==> config.mk <==
export PLATFORM = sky130hd
export DESIGN_NAME = uart_tx_buf_flat
export DESIGN_NICKNAME = d
export VERILOG_FILES = /design/src/rtl/uart_tx_buf_if.sv /design/src/rtl/uart_tx_buf.sv /design/src/flat_wrapper.sv
export SDC_FILE = /design/constraint.sdc
export NUM_CORES = 1
export LEC_CHECK = 0
export ABC_AREA = 1
export CAP_MARGIN = 20
export CORE_ASPECT_RATIO = 0.5
export CORE_MARGIN = 8
export CORE_UTILIZATION = 54
export DETAILED_ROUTE_END_ITERATION = 8
export GPL_TIMING_DRIVEN = 0
export MAX_ROUTING_LAYER = met4
export PLACE_DENSITY = 0.77
export SLEW_MARGIN = 25
export SYNTH_ARGS = -nofsm -noshare
export SYNTH_HDL_FRONTEND = slang
export SYNTH_SLANG_ARGS = --single-unit
==> constraint.sdc <==
create_clock -name tx_clk -period 2.76 [get_ports tx_clk]
set_input_delay 0.414 -clock tx_clk [delete_from_list [all_inputs] [get_ports tx_clk]]
set_output_delay 0.414 -clock tx_clk [all_outputs]
set_load 0.02 [all_outputs]
==> src/rtl/uart_tx_buf_if.sv <==
// Upstream valid/ready word channel feeding the uart_tx_buf input FIFO.
interface uart_tx_buf_if #(
  parameter int MAX_DATA_W = 9
);
  logic                  s_valid;
  logic                  s_ready;
  logic [MAX_DATA_W-1:0] s_data;

  modport master (output s_valid, output s_data, input s_ready);
  modport slave  (input s_valid, input s_data, output s_ready);
endinterface

==> src/rtl/uart_tx_buf.sv <==
// Buffered UART transmitter: input FIFO, programmable baud divider and
// per-frame latched configuration (length, parity, stop bits).
module uart_tx_buf #(
  parameter int MAX_DATA_W = 9,
  parameter int FIFO_DEPTH = 8,
  parameter int DIV_W      = 16
) (
  input  logic                          tx_clk,
  input  logic                          rst,
  uart_tx_buf_if.slave                  s,
  input  logic [3:0]                    cfg_len,
  input  logic                          cfg_parity_en,
  input  logic [1:0]                    cfg_parity_mode,
  input  logic                          cfg_stop2,
  input  logic [DIV_W-1:0]              cfg_div,
  output logic                          tx,
  output logic                          busy,
  output logic                          tx_done,
  output logic                          tx_err,
  output logic [$clog2(FIFO_DEPTH):0]   fifo_level
);

  localparam int AW = $clog2(FIFO_DEPTH);
  localparam int LW = AW + 1;
  localparam logic [3:0] LEN_MAX = 4'(MAX_DATA_W);

  typedef enum logic [2:0] {
    ST_IDLE   = 3'd0,
    ST_START  = 3'd1,
    ST_DATA   = 3'd2,
    ST_PARITY = 3'd3,
    ST_STOP1  = 3'd4,
    ST_STOP2  = 3'd5
  } state_t;

  function automatic logic [MAX_DATA_W-1:0] mask_word(
    input logic [MAX_DATA_W-1:0] word,
    input logic [3:0]            len
  );
    logic [MAX_DATA_W-1:0] m;
    for (int i = 0; i < MAX_DATA_W; i++) begin
      m[i] = word[i] & (i < int'(len));
    end
    return m;
  endfunction

  function automatic logic frame_parity(
    input logic [MAX_DATA_W-1:0] bits,
    input logic [1:0]            mode
  );
    logic p;
    case (mode)
      2'b00:   p = ^bits;
      2'b01:   p = ~^bits;
      2'b10:   p = 1'b1;
      2'b11:   p = 1'b0;
      default: p = 1'b0;
    endcase
    return p;
  endfunction

  logic [MAX_DATA_W-1:0] mem_r [FIFO_DEPTH];
  logic [AW-1:0]         wr_ptr_r;
  logic [AW-1:0]         rd_ptr_r;
  logic [LW-1:0]         level_r;
  logic [LW-1:0]         level_nxt_s;
  logic                  ready_r;
  logic                  push_s;
  logic                  pop_s;
  logic [MAX_DATA_W-1:0] head_s;
  logic [MAX_DATA_W-1:0] head_masked_s;

  state_t                state_r;
  state_t                state_nxt_s;
  logic [DIV_W-1:0]      cnt_r;
  logic [DIV_W-1:0]      div_r;
  logic [DIV_W-1:0]      cfg_div_eff_s;
  logic [3:0]            bit_r;
  logic [3:0]            len_r;
  logic [MAX_DATA_W-1:0] shift_r;
  logic                  par_en_r;
  logic                  par_bit_r;
  logic                  stop2_r;

  logic                  tick_s;
  logic                  last_bit_s;
  logic                  eof_s;
  logic                  len_ok_s;
  logic                  start_ok_s;

  logic                  tx_r;
  logic                  busy_r;
  logic                  done_r;
  logic                  err_r;
  logic                  tx_nxt_s;
  logic                  busy_nxt_s;
  logic                  done_nxt_s;
  logic                  err_nxt_s;

  assign push_s        = s.s_valid & ready_r;
  assign head_s        = mem_r[rd_ptr_r];
  assign head_masked_s = mask_word(head_s, cfg_len);
  assign cfg_div_eff_s = (cfg_div == {DIV_W{1'b0}}) ? DIV_W'(1) : cfg_div;
  assign len_ok_s      = (cfg_len >= 4'd5) && (cfg_len <= LEN_MAX);
  assign tick_s        = (cnt_r == {DIV_W{1'b0}});
  assign last_bit_s    = (bit_r == (len_r - 4'd1));
  assign eof_s         = tick_s && (((state_r == ST_STOP1) && !stop2_r) || (state_r == ST_STOP2));
  assign pop_s         = (level_r != {LW{1'b0}}) && ((state_r == ST_IDLE) || eof_s);
  assign start_ok_s    = pop_s && len_ok_s;

  assign s.s_ready  = ready_r;
  assign fifo_level = level_r;
  assign tx         = tx_r;
  assign busy       = busy_r;
  assign tx_done    = done_r;
  assign tx_err     = err_r;

  // FIFO occupancy after this cycle's push/pop.
  always_comb begin
    level_nxt_s = level_r;
    case ({push_s, pop_s})
      2'b10:   level_nxt_s = level_r + LW'(1);
      2'b01:   level_nxt_s = level_r - LW'(1);
      default: level_nxt_s = level_r;
    endcase
  end

  // FIFO storage; contents are don't-care until written.
  always_ff @(posedge tx_clk) begin
    if (push_s) begin
      mem_r[wr_ptr_r] <= s.s_data;
    end
  end

  // FIFO pointers, level and registered ready (low whenever level is full).
  always_ff @(posedge tx_clk or posedge rst) begin
    if (rst) begin
      wr_ptr_r <= {AW{1'b0}};
      rd_ptr_r <= {AW{1'b0}};
      level_r  <= {LW{1'b0}};
      ready_r  <= 1'b1;
    end else begin
      if (push_s) wr_ptr_r <= wr_ptr_r + AW'(1);
      if (pop_s)  rd_ptr_r <= rd_ptr_r + AW'(1);
      level_r <= level_nxt_s;
      ready_r <= (level_nxt_s != LW'(FIFO_DEPTH));
    end
  end

  // FSM state register.
  always_ff @(posedge tx_clk or posedge rst) begin
    if (rst) begin
      state_r <= ST_IDLE;
    end else begin
      state_r <= state_nxt_s;
    end
  end

  // FSM next-state; a frame end with a queued word chains straight into START.
  always_comb begin
    state_nxt_s = state_r;
    case (state_r)
      ST_IDLE:   state_nxt_s = start_ok_s ? ST_START : ST_IDLE;
      ST_START:  state_nxt_s = tick_s ? ST_DATA : ST_START;
      ST_DATA: begin
        if (tick_s && last_bit_s) begin
          state_nxt_s = par_en_r ? ST_PARITY : ST_STOP1;
        end else begin
          state_nxt_s = ST_DATA;
        end
      end
      ST_PARITY: state_nxt_s = tick_s ? ST_STOP1 : ST_PARITY;
      ST_STOP1: begin
        if (!tick_s) begin
          state_nxt_s = ST_STOP1;
        end else if (stop2_r) begin
          state_nxt_s = ST_STOP2;
        end else begin
          state_nxt_s = start_ok_s ? ST_START : ST_IDLE;
        end
      end
      ST_STOP2: begin
        if (tick_s) begin
          state_nxt_s = start_ok_s ? ST_START : ST_IDLE;
        end else begin
          state_nxt_s = ST_STOP2;
        end
      end
      default:   state_nxt_s = ST_IDLE;
    endcase
  end

  // FSM outputs, computed for the state being entered so tx is a plain flop.
  always_comb begin
    tx_nxt_s   = 1'b1;
    busy_nxt_s = (state_nxt_s != ST_IDLE);
    done_nxt_s = eof_s;
    err_nxt_s  = pop_s && !len_ok_s;
    case (state_nxt_s)
      ST_IDLE:   tx_nxt_s = 1'b1;
      ST_START:  tx_nxt_s = 1'b0;
      ST_DATA:   tx_nxt_s = ((state_r == ST_DATA) && tick_s) ? shift_r[1] : shift_r[0];
      ST_PARITY: tx_nxt_s = par_bit_r;
      ST_STOP1:  tx_nxt_s = 1'b1;
      ST_STOP2:  tx_nxt_s = 1'b1;
      default:   tx_nxt_s = 1'b1;
    endcase
  end

  // Registered serial line and status pulses.
  always_ff @(posedge tx_clk or posedge rst) begin
    if (rst) begin
      tx_r   <= 1'b1;
      busy_r <= 1'b0;
      done_r <= 1'b0;
      err_r  <= 1'b0;
    end else begin
      tx_r   <= tx_nxt_s;
      busy_r <= busy_nxt_s;
      done_r <= done_nxt_s;
      err_r  <= err_nxt_s;
    end
  end

  // Per-frame datapath: config and word are captured at pop and held to frame end.
  always_ff @(posedge tx_clk or posedge rst) begin
    if (rst) begin
      cnt_r     <= {DIV_W{1'b0}};
      div_r     <= DIV_W'(1);
      bit_r     <= 4'd0;
      len_r     <= 4'd0;
      shift_r   <= {MAX_DATA_W{1'b0}};
      par_en_r  <= 1'b0;
      par_bit_r <= 1'b0;
      stop2_r   <= 1'b0;
    end else begin
      if (pop_s) begin
        cnt_r     <= cfg_div_eff_s - DIV_W'(1);
        div_r     <= cfg_div_eff_s;
        bit_r     <= 4'd0;
        len_r     <= cfg_len;
        shift_r   <= head_masked_s;
        par_en_r  <= cfg_parity_en;
        par_bit_r <= frame_parity(head_masked_s, cfg_parity_mode);
        stop2_r   <= cfg_stop2;
      end else if (tick_s) begin
        cnt_r <= div_r - DIV_W'(1);
        if (state_r == ST_DATA) begin
          bit_r   <= bit_r + 4'd1;
          shift_r <= shift_r >> 1;
        end
      end else begin
        cnt_r <= cnt_r - DIV_W'(1);
      end
    end
  end

endmodule

==> src/flat_wrapper.sv <==
// flat-port wrapper written by rule: the top's interface ports become plain ports
module uart_tx_buf_flat 
#(
  parameter int MAX_DATA_W = 9,
  parameter int FIFO_DEPTH = 8,
  parameter int DIV_W      = 16
)
  (tx_clk, rst, cfg_len, cfg_parity_en, cfg_parity_mode, cfg_stop2, cfg_div, tx, busy, tx_done, tx_err, fifo_level, s_s_valid, s_s_data, s_s_ready);
  uart_tx_buf_if #(.MAX_DATA_W(MAX_DATA_W)) s_i ();
  input  logic tx_clk;
  input  logic rst;
  input  logic [3:0] cfg_len;
  input  logic cfg_parity_en;
  input  logic [1:0] cfg_parity_mode;
  input  logic cfg_stop2;
  input  logic [DIV_W-1:0] cfg_div;
  output logic tx;
  output logic busy;
  output logic tx_done;
  output logic tx_err;
  output logic [$clog2(FIFO_DEPTH):0] fifo_level;
  input wire logic [$bits(s_i.s_valid)-1:0] s_s_valid;
  input wire logic [$bits(s_i.s_data)-1:0] s_s_data;
  output wire logic [$bits(s_i.s_ready)-1:0] s_s_ready;
  assign s_i.s_valid = s_s_valid;
  assign s_i.s_data = s_s_data;
  assign s_s_ready = s_i.s_ready;
  uart_tx_buf #(.MAX_DATA_W(MAX_DATA_W), .FIFO_DEPTH(FIFO_DEPTH), .DIV_W(DIV_W)) u_core (.tx_clk(tx_clk), .rst(rst), .s(s_i), .cfg_len(cfg_len), .cfg_parity_en(cfg_parity_en), .cfg_parity_mode(cfg_parity_mode), .cfg_stop2(cfg_stop2), .cfg_div(cfg_div), .tx(tx), .busy(busy), .tx_done(tx_done), .tx_err(tx_err), .fifo_level(fifo_level));
endmodule
# Word-level counts from Yosys, hierarchy flattened
# Memories as Yosys holds them, arrays and structs flattened.
# Cells that the tools add are included.
[classes] addsub=9 magnitude_cmp=11 n_eq_ne=15 mux=24 bitwise_logic=10 n_reduce_logical=23
[op_table] cell="$mux 16" count=3
[op_table] cell="$sub 16x1->16 const B" count=3
[op_table] cell="$logic_not 16->1" count=2
[op_table] cell="$mux 9" count=3
[op_table] cell="$mux 3" count=6
[op_table] cell="$pmux 3 s6" count=1
[op_table] cell="$lt 3x4->1 const A" count=4
[op_table] cell="$eq 3x2->1 const B" count=4
[op_table] cell="$mux 4" count=3
[op_table] cell="$and 1x1->1" count=10
[op_table] cell="$reduce_xnor 9->1" count=1
[op_table] cell="$reduce_xor 9->1" count=1
[op_table] cell="$add 4x1->4 const B" count=2
[op_table] cell="$logic_and 1x1->1" count=8
[op_table] cell="$lt 1x4->1 const A" count=2
[op_table] cell="$lt 2x4->1 const A" count=2
[op_table] cell="$pmux 4 s2" count=1
[op_table] cell="$sub 4x1->4 const B" count=2
[op_table] cell="$add 3x1->3 const B" count=2
[op_table] cell="$eq 2x2->1 const B" count=3
[op_table] cell="$eq 3x1->1 const B" count=2
[op_table] cell="$eq 3x3->1 const B" count=2
[op_table] cell="$eq 2x1->1 const B" count=2
[op_table] cell="$eq 4x4->1" count=1
[op_table] cell="16 further kinds" count=22
[totals] reg_bits=70 mem_bits_rw=72 inputBits=36 output_inout_bits=9 word_cells=110 n_memories=1
[mem_list] memory="u_core.mem_r" words=8 word_bits=9 read_ports=1 rd_clocked_by_memory_dff=0 write_ports=1 line="uart_tx_buf.sv:62" source="logic [MAX_DATA_W-1:0] mem_r [FIFO_DEPTH];"

# Logic depth before layout (Yosys ltp)
# Gate-level depths: netlist of run 1.
[depth] depth_word=13 mapped_depth=21 depth_no_buf=19

# Least setup slack after synthesis of run 1
# No wires, ideal clock.
[synth_path] kind="register to register" from="reg u_core.cnt_r[4]" to="reg u_core.ready_r (netlist: u_core.s.s_ready)" setup_time_ps=82 t_arrival_ps=2668 required_time_ps=2678 slack_ps=10 stages_incl_launch_ff=21 path_buffers=2 period_less_slack_ps=2750 cell_sequence="dfrtp_1 > nor2_1 > nand3_1 > nor2_1 > nand2_1 > inv_2 > nand2_2 > nand2_2 > nand2_4 > inv_2 > buf_2 > clkbuf_1 > ha_1 > ha_1 > nand2_1 > nor2_1 > a211oi_1 > nor2_1 > nor2_1 > xor2_1 > nand2_1"
[synth_via] elab_chain_cells=7 word_cells_on_any_way=8 cone_classes="eq/ne (3); mux (1); reduce/logical (4)"
[synth_rtl] element="start: declaration" line="uart_tx_buf.sv:75" source="logic [DIV_W-1:0] cnt_r;"
[synth_rtl] element="start signal: assignment" line="uart_tx_buf.sv:228" source="cnt_r <= {DIV_W{1'b0}};"
[synth_rtl] element="start signal: assignment" line="uart_tx_buf.sv:238" source="cnt_r <= cfg_div_eff_s - DIV_W'(1);"
[synth_rtl] element="start signal: assignment" line="uart_tx_buf.sv:247" source="cnt_r <= div_r - DIV_W'(1);"
[synth_rtl] element="$logic_not 16->1 (*)" line="uart_tx_buf.sv:105" source="assign tick_s = (cnt_r == {DIV_W{1'b0}});"
[synth_rtl] element="$logic_and 1x1->1 (*)" line="uart_tx_buf.sv:107" source="assign eof_s = tick_s && (((state_r == ST_STOP1) && !stop2_r) || (state_r == ST_STOP2));"
[synth_rtl] element="$logic_or 1x1->1 (*)" line="uart_tx_buf.sv:108" source="assign pop_s = (level_r != {LW{1'b0}}) && ((state_r == ST_IDLE) || eof_s);"
[synth_rtl] element="$logic_and 1x1->1 (*)" line="uart_tx_buf.sv:108"
[synth_rtl] element="net u_core.pop_s" line="uart_tx_buf.sv:69" source="logic pop_s;"
[synth_rtl] element="$eq 2x1->1 or $eq 2x2->1 (tied branches)" line="uart_tx_buf.sv:121" source="case ({push_s, pop_s})"
[synth_rtl] element="$pmux 4 s2 (*)" line="uart_tx_buf.sv:121"
[synth_rtl] element="net u_core.level_nxt_s[3]" line="uart_tx_buf.sv:66" source="logic [LW-1:0] level_nxt_s;"
[synth_rtl] element="$ne 4x4->1 (*)" line="uart_tx_buf.sv:146" source="ready_r <= (level_nxt_s != LW'(FIFO_DEPTH));"
[synth_rtl] element="end signal: assignment" line="uart_tx_buf.sv:146"
[synth_rtl] element="end: declaration" line="uart_tx_buf.sv:67" source="logic ready_r;"
# Mark *: on every way through the listed nets, which the timed path passes. The rest lies on a longest branch.
# A chain may end at the register's enable or synchronous reset.

# Worst setup path in the final report of run 1
[layout_path] from="reg u_core.cnt_r[14]" to="reg u_core.ready_r (netlist: u_core.s.s_ready)"
[layout_via] elab_chain_cells=7 word_cells_on_any_way=8 cone_classes="eq/ne (3); mux (1); reduce/logical (4)"
[layout_rtl] element="$logic_not 16->1 (*)" line="uart_tx_buf.sv:105"
[layout_rtl] element="$logic_and 1x1->1 (*)" line="uart_tx_buf.sv:107"
[layout_rtl] element="$logic_or 1x1->1 (*)" line="uart_tx_buf.sv:108"
[layout_rtl] element="$logic_and 1x1->1 (*)" line="uart_tx_buf.sv:108"
[layout_rtl] element="$eq 2x1->1 or $eq 2x2->1 (tied branches)" line="uart_tx_buf.sv:121"
[layout_rtl] element="$pmux 4 s2 (*)" line="uart_tx_buf.sv:121"
[layout_rtl] element="net u_core.level_nxt_s[3]" line="uart_tx_buf.sv:66"
[layout_rtl] element="$ne 4x4->1 (*)" line="uart_tx_buf.sv:146"
# Marks and branches as above.

==> results of run 1 <==
-- layout by cell type, fill, tap and decap left out, types with 4 or more instances in the layout --
master,instances
nand2_1,256
inv_1,101
edfxtp_1,72
nor2_1,69
dfrtp_1,67
nand3_1,66
clkdlybuf4s50_1,44
o21ai_0,42
clkbuf_16,17
buf_2,15
xor2_1,12
nand4_1,11
buf_4,9
inv_2,6
inv_6,6
xnor2_1,6
ha_1,6
or2_2,5
nor2_2,5
nand2_2,5
a22oi_1,5
nor4_1,4
-- sequential cells by signal (all words and copies together) (netlist names) --
register and cells:
u_core.busy 1, u_core.fifo_level 4, u_core.stop2_r 1, u_core.wr_ptr_r 3, u_core.cnt_r 16, u_core.mem_r 72
u_core.par_bit_r 1, u_core.tx_done 1, u_core.par_en_r 1, u_core.s.s_ready 1, u_core.div_r 16, u_core.tx_err 1
u_core.shift_r 9, u_core.tx 1, u_core.state_r 3, u_core.len_r 4, u_core.bit_r 4, u_core.rd_ptr_r 3
-- power by group through the flow --
stage,Clock [mW],Sequential [mW],Combinational (mW)
after floorplan,0,2.61,0.413
after global placement,0,2.58,0.713
after detailed placement,0,2.59,0.749
after CTS,2.29,2.55,0.766
after global routing,2.39,2.57,0.844
final,2.29,2.55,0.758
-- through the flow --
| step | std cells | total power [mW] | util | cell area, um2 |
|---|---|---|---|---|
| floorplan | 799 | 3.02 | - | 6940 |
| global placement | 1013 | 3.29 | 0.603 | 7590 |
| detailed placement | 1014 | 3.34 | 0.605 | 7620 |
| CTS | 1047 | 5.61 | 0.656 | 8260 |
| global route | 1053 | 5.81 | 0.661 | 8320 |
| finish | 1053 | 5.60 | 0.661 | 8320 |
-- metal layers --
| metal | wire length [um] | up-vias | global-route usage |
|---|---|---|---|
| li1 | - | 2697 | - |
| met1 | 6910 | 2558 | 0.236 |
| met2 | 7700 | 238 | 0.341 |
| met3 | 1210 | 32 | 0.0501 |
| met4 | 353 | 0 | 0.0771 |
| met5 | 0 | - | - |
-- critical path: stages (launching register included) --
cell	delay [ns]
dfrtp_1	0.38
nor2_2	0.14
nand3_1	0.09
nor2_1	0.12
nand2_1	0.09
inv_2	0.09
nand2_2	0.07
nand2_4	0.08
nand2_4	0.08
inv_6	0.08
buf_12	0.10
ha_4	0.15
ha_1	0.23
nand2_1	0.07
nor2_1	0.04
a211oi_2	0.21
nand2_1	0.09
nand2_1	0.06
nor2_1	0.05
xor2_1	0.22
nand2_1	0.08
-- path summary, 6_finish.rpt --
path	start	to	slack (ns)	cells after the start
worst max-delay path	u_core.cnt_r[14]	u_core.s.s_ready	0.17	20
max in group asynchronous	rst	u_core.tx	1.78	3
worst min-delay path	rst	u_core.fifo_level[2]	0.37	2
worst min register to register	u_core.div_r[3]	u_core.div_r[3]	0.48	2
min in group tx_clk	u_core.div_r[3]	u_core.div_r[3]	0.48	2
worst max register to register	u_core.cnt_r[14]	u_core.s.s_ready	0.17	20
-- logic make-up (layout without fill, tap and decap cells) --
kind of cell | after synthesis | after routing | synth area share
AO/OA/AOI/OAI | 61 | 61 | 0.0503
XOR/XNOR | 18 | 18 | 0.0227
adder cells (fa/ha/maj) | 9 | 9 | 0.0173
buffers and inverters | 134 | 218 | 0.0791
flip-flops | 142 | 142 | 0.564
AND/OR/NAND/NOR | 435 | 435 | 0.266
-- layout make-up --
type,instances,area [um2],area share
sequential,142,3920,0.471
buffer,23,148,0.0178
multi-input combinational,523,2510,0.302
timing repair buffer,53,520,0.0626
tap,170,213,0.0256
inverter,110,420,0.0505
clock buffer,18,429,0.0516
clock inverter,14,158,0.0190
-- timing repair --
action / in CTS / in global routing
cloned: 0 / 0
buffers inserted: 2 / 6
setup endpoints to repair: 5 / 2
gates resized for setup: 10 / 2
pin swaps: 2 / 7
==> run metrics, run 1 <==
Die Y=between 90 and 100 um; syn nets=between 800 and 900; Power Density=between 600 and 700 nW/um2; Worst Max-Slew Pin Slew=approximately 1.0 ns; top post-synthesis cells by area=edfxtp_1 31%, dfrtp_1 24%, nand2_1 14%, inv_1 5.5%, nand3_1 4.8%; Max clock buf depth=2; Mapped Cells=799; routed len/inst=15.4 um; total track usage=0.203; Crit Path Category=flip-flop to flip-flop; Yosys warning count=0; status=finished, final reports clean; DRC violations left=0; Unique masters post-synth=39; CTS buffer count=17; share of cells above drive strength 1=0.110; Period minus WS final=~2.6 ns; worst-skew pair later-pin latency=0.42 ns; Worst slew margin=0.326; max_cap viols=0; setup violators final=0; H-tree levels=4; Internal=between 4 and 5 mW; fillers=933; first-pass GRT wire length=25,800 um; combinational fraction of design power=0.135; Flop pwr share=0.456; routed vias/inst=~5.2; most used flip-flop cell after synthesis=edfxtp_1; Pleak=between 3 and 4 nW; I/O Buffers=44; Slew Viols, Final=0; pre-CTS setup slack=-0.971 ns; clock network power share=0.409; routed wire length=approximately 16,000 um; Clock transition at path regs=around 0.060 ns; FP Rows=29; synthesis-stage register bit count=about 140; placeable core area=~13,000 um2; largest net degree at the start of global routing=37; EDFF count, synth=72; CTS root buf=clkbuf_16; top cells by count, synth=256 x nand2_1, 102 x inv_1, 72 x edfxtp_1, 70 x nor2_1, 67 x dfrtp_1; Ant. Diodes=0; setup TNS=0 ns; Psw=1.51 mW; routability cong.=around 0.88; Tcrit/Tclk final=0.938; Worst Slack Setup Final=0.171 ns; DIE AREA=around 17,000 um2; top-count cell post-synth=nand2_1; Worst Hold Class=primary input to async pin; initial drt markers=around 530; Syn-to-layout area delta=19.8%; TritonCTS sink count=approximately 140; DR vias=around 5.5k; CP Max Fanout=4; largest vdd supply drop=around 450 uV; Worst Clk Skew=between 0.015 and 0.02 ns; Mean Syn Cell Area=just under 9 um2; Seq/Total Area, Yosys=0.564; Die W=176 um; Starting Density=0.551; initial antenna violation count=0; Final ANT Viol Nets=0; critical path arrival=2.93 ns; Max Freq=roughly 390 MHz; Ports=45; Hold Slack=roughly 0.37 ns; grt ovf=0; area leader, netlist=edfxtp_1; CP endpoint kind=flip-flop; Final Net Count=approximately 900; Setup crit start kind=flip-flop; number of global-route vias before repair=5,364; Fin. Hold Viols=0; CP required=a little over 3 ns; DP Wirelength=roughly 11,000 um; Switching Share=0.270; async set-or-reset flop fraction in the synthesized netlist=0.493; DRT Pass-1 Iters=6; hold_buf cts=0; Synth top area share=0.312; synthesized cell area=between 6000 and 7000 um2; CTS tree=done
Power figures use the tool's default switching activity.
==> inputs of run 2 (changes only) <==
ABC_AREA = unset   (was 1)
CORE_UTILIZATION = 53   (was 54)
PLACE_DENSITY = 0.76   (was 0.77)
==> run 2 against run 1 <==
The flow now finishes with violations (negative setup slack). Clock skew down 0.0057 ns. Synthesized cell count down 31%. Design area up 0.81%. Combinational power up 2%. Wire length up 1.2%. Fmax down 9.9%. Global-route usage up 0.78 points. Sequential cell count unchanged. First-iteration DRC count down 10%. Count of clock-buffer cells in the layout down 1. Final cell count down 21%. Area after synthesis down 4.5%. Critical path type unchanged. Largest power group unchanged. Highest routed layer unchanged.
==> run metrics, run 2 <==
routed len/inst=19.8 um (+29%); Mean Syn Cell Area=12.0 um2 (+38%); H-tree levels=4 (unchanged); I/O Buffers=42 (-4.5%); Pleak=3.16 nW (-17%); initial antenna violation count=0 (unchanged); Non-Filler Instances=828 (-21%); EDFF count, synth=72 (unchanged); setup TNS=-0.357 ns (-0.357 ns); status=finished, violations left; area leader, netlist=edfxtp_1; Post-Synth Adder-Cell Area=0.0181 (+0.000810); DIE AREA=16,600 um2 (-2.3%); DRC violations left=0 (unchanged); DRT Pass-1 Iters=5 (-1); worst-skew pair later-pin latency=0.43 ns (about the same); failing checks=negative setup slack; top-count cell post-synth=nand2_1; Syn-to-layout area delta=26.5%; Ant. Diodes=0 (unchanged); CTS buffer count=17 (unchanged); Post-Synth Simple-Gate Area=0.135 (-0.131); max incr delay on CP=0.43 ns (+0.05 ns); Max clock buf depth=2 (unchanged); most used flip-flop cell after synthesis=edfxtp_1; Seq/Total Area, Yosys=0.591 (+0.0264); setup violators final=7 (+7); total track usage=0.211 (+0.00784); Die Y=95.1 um (-1.1%); DR vias=4,876 (-12%); met3 wire len=1250 um (+2.9%); share of cells above drive strength 1=0.199 (+0.0892); crit path max-delay cell type=dfrtp_1; post-synthesis compound-gate area fraction=0.0930 (+0.0427); synthesis-stage register bit count=142 (unchanged); XOR/XNOR Fraction of Synth Area=0.0560 (+0.0333); largest net degree at the start of global routing=37 (unchanged); Worst Hold Class=primary input to async pin; CP Max Fanout=7 (+3); utilization after layout=0.674 (+0.0131); Mapped Cells=552 (-31%); dpl cells=767 (-24%); DP Wirelength=10,400 um (-5.5%); largest family of logic cells by synthesized area=simple AND/OR/NAND/NOR gates; most common cell after layout, fill and taps aside=nand2_1; Unique masters post-synth=59 (+51%); worst path cell trace=nor4_4, nand3_2, o31ai_4, nand2_4, buf_4, clkbuf_16, clkbuf_16, nand2_2, nand2_2, ha_4, inv_4, a21oi_4, buf_4, a41oi_1, a31oi_1; CTS tree=done; Worst Max-Slew Pin Slew=1.03 ns (+0.0251 ns); Clock transition at path regs=0.07 ns (about the same); Yosys warning count=0 (unchanged); CP endpoint kind=flip-flop; CP required=3.06 ns (-0.05 ns); largest vdd supply drop=369 uV (-18%); synthesized cell area=6630 um2 (-4.5%); Tcrit/Tclk final=1.04 (+0.103); Die W=174 um (-1.2%); Design Power=5.61 mW (+0.11%); Final ANT Viol Nets=0 (unchanged); syn nets=597 (-29%); number of flip-flops under the largest register name=72 (unchanged); Worst Slack Setup Final=-0.114 ns (-0.285 ns); top cells by count, synth=97 x nand2_1, 72 x edfxtp_1, 67 x dfrtp_1, 33 x a21oi_1, 31 x nor2_1; Regs by FF count=u_core.mem_r (72), u_core.cnt_r (16), u_core.div_r (16); TritonCTS sink count=142 (unchanged); number of global-route vias before repair=4,932 (-8.1%); critical path arrival=3.17 ns (+0.24 ns); Crit Path Category=flip-flop to flip-flop; Ports=45 (unchanged); Biggest register=u_core.mem_r; routed wire length=16,400 um (+1.2%); Period minus WS final=2.87 ns (+0.285 ns); M1 WL=6930 um (+0.26%); Worst Clk Skew=0.0104 ns (-0.00565 ns); Fin. Hold Viols=0 (unchanged); first-pass GRT wire length=26,000 um (+0.96%); RSZ-0062 raised after global routing=yes; Worst slew margin=0.309 (-0.0168); routed wl met2=7810 um (+1.5%); max_cap viols=0 (unchanged); routability cong.=0.878 (-0.71%); placeable core area=12,400 um2 (-1.2%); routed vias/inst=5.89 (+12%); FP Rows=29 (unchanged); top post-synthesis cells by area=edfxtp_1 33%, dfrtp_1 25%, nand2_1 5.5%, mux4_2 4.4%, xnor2_1 2.8%; Starting Density=0.533 (-0.0185); Max Freq=348 MHz (-9.9%); initial drt markers=474 (-10%); Setup crit start kind=flip-flop; uppermost routed layer=met4; grt ovf=0 (unchanged); most frequent cells in the layout=93 x nand2_1, 72 x edfxtp_1, 67 x dfrtp_1, 42 x clkdlybuf4s50_1, 30 x a21oi_1; Final Net Count=690 (-25%); Power Density=669 nW/um2 (-0.70%); CTS root buf=clkbuf_16; hold_buf cts=0 (unchanged); pre-CTS setup slack=-1.29 ns (-0.323 ns); async set-or-reset flop fraction in the synthesized netlist=0.493 (unchanged); Synth top area share=0.326 (+0.0146); post-synthesis mux area share=0.0811 (+0.0811); Slew Viols, Final=0 (unchanged)
run 2: changes by cell type in the layout (fill, tap and decap cells not counted), sizes merged, moves of 15 or more:
cell / before / now
a21oi: 3 / 33
nand2: 263 / 98
nor3: 3 / 23
nand3: 67 / 13
inv: 115 / 25
o21ai: 47 / 16
mux4: 0 / 16
nor2: 77 / 31
xnor2: 6 / 21
run 2: critical path: cells and delay by family, from the launching register on:
family | cells | cell delay, ns
AO/OA/AOI/OAI | 4 | 0.65
adder cells (fa/ha/maj) | 1 | 0.19
AND/OR/NAND/NOR | 5 | 0.76
flip-flops | 1 | 0.43
buffers and inverters | 5 | 0.69
run 2: worst paths after layout:
| check | startpoint | endpoint | slack [ns] | cells after the start |
|---|---|---|---|---|
| max | u_core.cnt_r[7] | u_core.cnt_r[10] | -0.11 | 15 |
| min | rst | u_core.fifo_level[3] | 0.36 | 2 |
| max reg2reg | u_core.cnt_r[7] | u_core.cnt_r[10] | -0.11 | 15 |
| min reg2reg | u_core.div_r[14] | u_core.div_r[14] | 0.49 | 2 |
| max in group asynchronous | rst | u_core.cnt_r[12] | 1.85 | 3 |
| min in group tx_clk | cfg_len[2] | u_core.len_r[2] | 0.39 | 3 |
run 2: area by class of cell:
type / instances / area, um2
Timing Repair Buffer: 75 / 699
Fill cell: 859 / 4060
Clock buffer: 17 / 425
Tap cell: 170 / 213
Buffer: 20 / 194
Multi-Input combinational cell: 373 / 2720
Clock inverter: 15 / 145
Inverter: 16 / 70.1
Sequential cell: 142 / 3920
run 2: repair_timing:
item | CTS | global route
setup endpoints to repair | 21 | 13
pin swaps | 12 | 12
resized for setup | 42 | 6
buffers inserted | 25 | 7
run 2: metal layers:
layer,global-route usage,vias up
li1,-,2209
met5,-,-
met4,0.0869,0
met1,0.253,2403
met2,0.341,228
met3,0.0534,36
run 2: kinds of logic after synthesis:
family / after synthesis
buffers and inverters: 37
xor gates and xnor gates: 40
DFF: 142
adders and majority gates: 9
muxes: 32
and+or+nand+nor: 198
AOI/OAI and AO/OA: 94
run 2: report_power, final:
group	switching, mW	total [mW]	internal (mW)
clock	0.979	2.24	1.27
sequential	0.123	2.59	2.47
combinational	0.441	0.771	0.331
run 2: metrics by stage:
stage	area, um2	hold slack (ns)
2_1_floorplan	6720	0.438
3_3_place_gp	7350	0.460
3_5_place_dp	7400	0.471
4_1_cts	8300	0.372
5_1_grt	8380	0.412
6_report	8380	0.363
==> inputs of run 3 (changes only) <==
CORE_UTILIZATION = 40   (was 53)
PLACE_DENSITY = unset   (was 0.76)
==> run 3 against run 2 <==
The run still ends with negative setup slack left. Sequential power barely moved. Final cell count rose by 6.6%. Clock power rose by 6%. Largest cell class unchanged.
==> run metrics, run 3 (synthesis gave the netlist of run 2 again) <==
worst path cell trace=nor3_4, nand2_2, o31ai_4, nand2_2, clkinv_4, buf_8, buf_12, ha_4, ha_4, a21o_1, a21oi_2, xnor2_1, nor2_1, xor2_1, nand2_1; Max Freq=352 MHz (+1.1%); FP Rows=33 (+14%); grt ovf=0 (unchanged); RSZ-0062 raised after global routing=yes; Clock transition at path regs=0.07 ns (about the same); max incr delay on CP=0.42 ns (about the same); Regs by FF count=u_core.mem_r (72), u_core.cnt_r (16), u_core.div_r (16); Max clock buf depth=2 (unchanged); combinational fraction of design power=0.138 (about the same); Slew Viols, Final=0 (unchanged); Tcrit/Tclk final=1.03 (-0.0114); CP required=3.10 ns (+0.04 ns); DP Wirelength=10,600 um (+2.4%); met3 usage=0.0344 (-0.0190); placed cell areas=7480 um2 (+1.1%); GRT busiest layer=met2; critical path arrival=3.18 ns (about the same); Die Y=107 um (+13%); placeable core area=16,300 um2 (+31%); largest net degree at the start of global routing=45 (+22%); Worst path top cell family by delay=simple AND/OR/NAND/NOR gates; routed vias/inst=5.34 (-9.3%); first-pass GRT wire length=26,200 um (+0.61%); H-tree levels=4 (unchanged); DRC violations left=0 (unchanged); Worst Slack Setup Final=-0.0828 ns (+0.0315 ns); max_cap viols=0 (unchanged); DR vias=4,716 (-3.3%); CP endpoint kind=flip-flop; Pleak=3.17 nW (+0.21%); Multi-input gate area=2760 um2 (+1.5%); register area=3920 um2 (about the same); CP Max Fanout=4 (-3); met2 Use GR=0.260 (-0.0811); TritonCTS sink count=142 (unchanged); DIE AREA=21,200 um2 (+28%); Internal=4.26 mW (+4.8%); Power Density=679 nW/um2 (+1.5%); number of flip-flops under the largest register name=72 (unchanged); Psw=1.52 mW (-1.4%); worst-skew pair later-pin latency=0.42 ns (about the same); Ports=45 (unchanged); number of global-route vias before repair=4,725 (-4.2%); Worst Max-Slew Pin Slew=1.01 ns (-0.0274 ns); Syn-to-layout area delta=28.5%; status=finished, violations left; fillers=1,362 (+59%); dpl cells=824 (+7.4%); Die W=198 um (+14%); Crit Path Category=flip-flop to flip-flop; setup violators final=3 (-4); Worst Clk Skew=0.0156 ns (+0.00523 ns); Flop pwr share=0.450 (-0.012); I/O Buffers=42 (unchanged); CTS tree=done; crit path max-delay cell type=dfrtp_1; Switching Share=0.263 (-0.0120); largest vdd supply drop=386 uV (+4.6%); most frequent cells in the layout=93 x nand2_1, 72 x edfxtp_1, 66 x dfrtp_1, 42 x clkdlybuf4s50_1, 29 x buf_4; Fin. Hold Viols=0 (unchanged); CTS root buf=clkbuf_16; CP Buf/Inv Count=3 (-2); total track usage=0.165 (-0.0453); Worst Hold Class=primary input to async pin; Starting Density=0.407 (-0.126); failing checks=negative setup slack; routed wire length=16,400 um (+0.18%); CTS buffer count=17 (unchanged); share of cells above drive strength 1=0.200 (+0.000607); initial drt markers=461 (-2.7%); Non-Filler Instances=883 (+6.6%); utilization after layout=0.522 (-0.151); initial antenna violation count=0 (unchanged); design area=8520 um2 (+1.6%); most common cell after layout, fill and taps aside=nand2_1; routed len/inst=18.6 um (-6.1%); Final ANT Viol Nets=0 (unchanged); routability cong.=0.861 (-2.0%); Ant. Diodes=0 (unchanged); hold_buf cts=0 (unchanged); clock network power share=0.412 (+0.012); Worst slew margin=0.328 (+0.0183); DRT Pass-1 Iters=5 (unchanged); Final Net Count=688 (-0.29%); met1 GRT Util=0.211 (-0.0417); Setup crit start kind=flip-flop; Biggest register=u_core.mem_r; Period minus WS final=2.84 ns (-0.0315 ns)
-- run 3: timing repair --
action / in CTS / in global routing
pin swaps: 16 / 20
buffers inserted: 22 / 7
endpoints found under the setup margin: 25 / 11
gates resized for setup: 40 / 15
-- run 3: area by class of cell --
class,count,area share
Timing Repair Buffer,74,0.0827
Inverter,16,0.00822
Multi-Input combinational cell,373,0.324
Clock inverter,13,0.0204
Buffer,19,0.0207
Sequential cell,142,0.460
Clock buffer,19,0.0508
Tap cell,227,0.0333
-- run 3: worst paths after layout --
| path | start | end | slack, ns | cells after the start |
|---|---|---|---|---|
| max in group asynchronous | rst | u_core.div_r[0] | 1.84 | 3 |
| hold reg to reg | u_core.shift_r[4] | u_core.shift_r[4] | 0.48 | 2 |
| hold / removal | rst | u_core.div_r[11] | 0.32 | 2 |
| setup / recovery | u_core.cnt_r[4] | u_core.s.s_ready | -0.08 | 15 |
| setup reg to reg | u_core.cnt_r[4] | u_core.s.s_ready | -0.08 | 15 |
| min in group tx_clk | cfg_len[2] | u_core.len_r[2] | 0.41 | 3 |
-- run 3: power groups by stage --
stage | sequential (mW) | combinational [mW] | clock (mW)
finish | 2.60 | 0.801 | 2.38
global route | 2.63 | 0.880 | 2.52
CTS | 2.60 | 0.783 | 2.42
detailed placement | 2.63 | 0.763 | 0
global placement | 2.61 | 0.725 | 0
floorplan | 2.64 | 0.419 | 0
-- run 3: worst reg2reg max path, cell delays in order, from the launching register on --
cell	delay, ns
dfrtp_1	0.42
nor3_4	0.31
nand2_2	0.13
o31ai_4	0.32
nand2_2	0.14
clkinv_4	0.10
buf_8	0.12
buf_12	0.11
ha_4	0.15
ha_4	0.19
a21o_1	0.17
a21oi_2	0.13
xnor2_1	0.08
nor2_1	0.12
xor2_1	0.20
nand2_1	0.08
-- run 3: layer usage --
layer / part of all wire / up-vias
met5: 0 / -
met1: 0.46 / 2358
met4: 0.020 / 0
li1: - / 2192
met2: 0.47 / 139
met3: 0.049 / 27
-- run 3: per-stage QoR --
step,hold WS [ns],setup slack (ns),setup TNS (ns),power (mW)
finish,0.323,-0.0828,-0.179,5.78
global route,0.354,-0.201,-0.898,6.02
CTS,0.339,-0.101,-0.259,5.80
detailed placement,0.463,-1.24,-10.51,3.39
global placement,0.460,-1.26,-59.86,3.34
floorplan,0.438,-0.101,-0.454,3.06
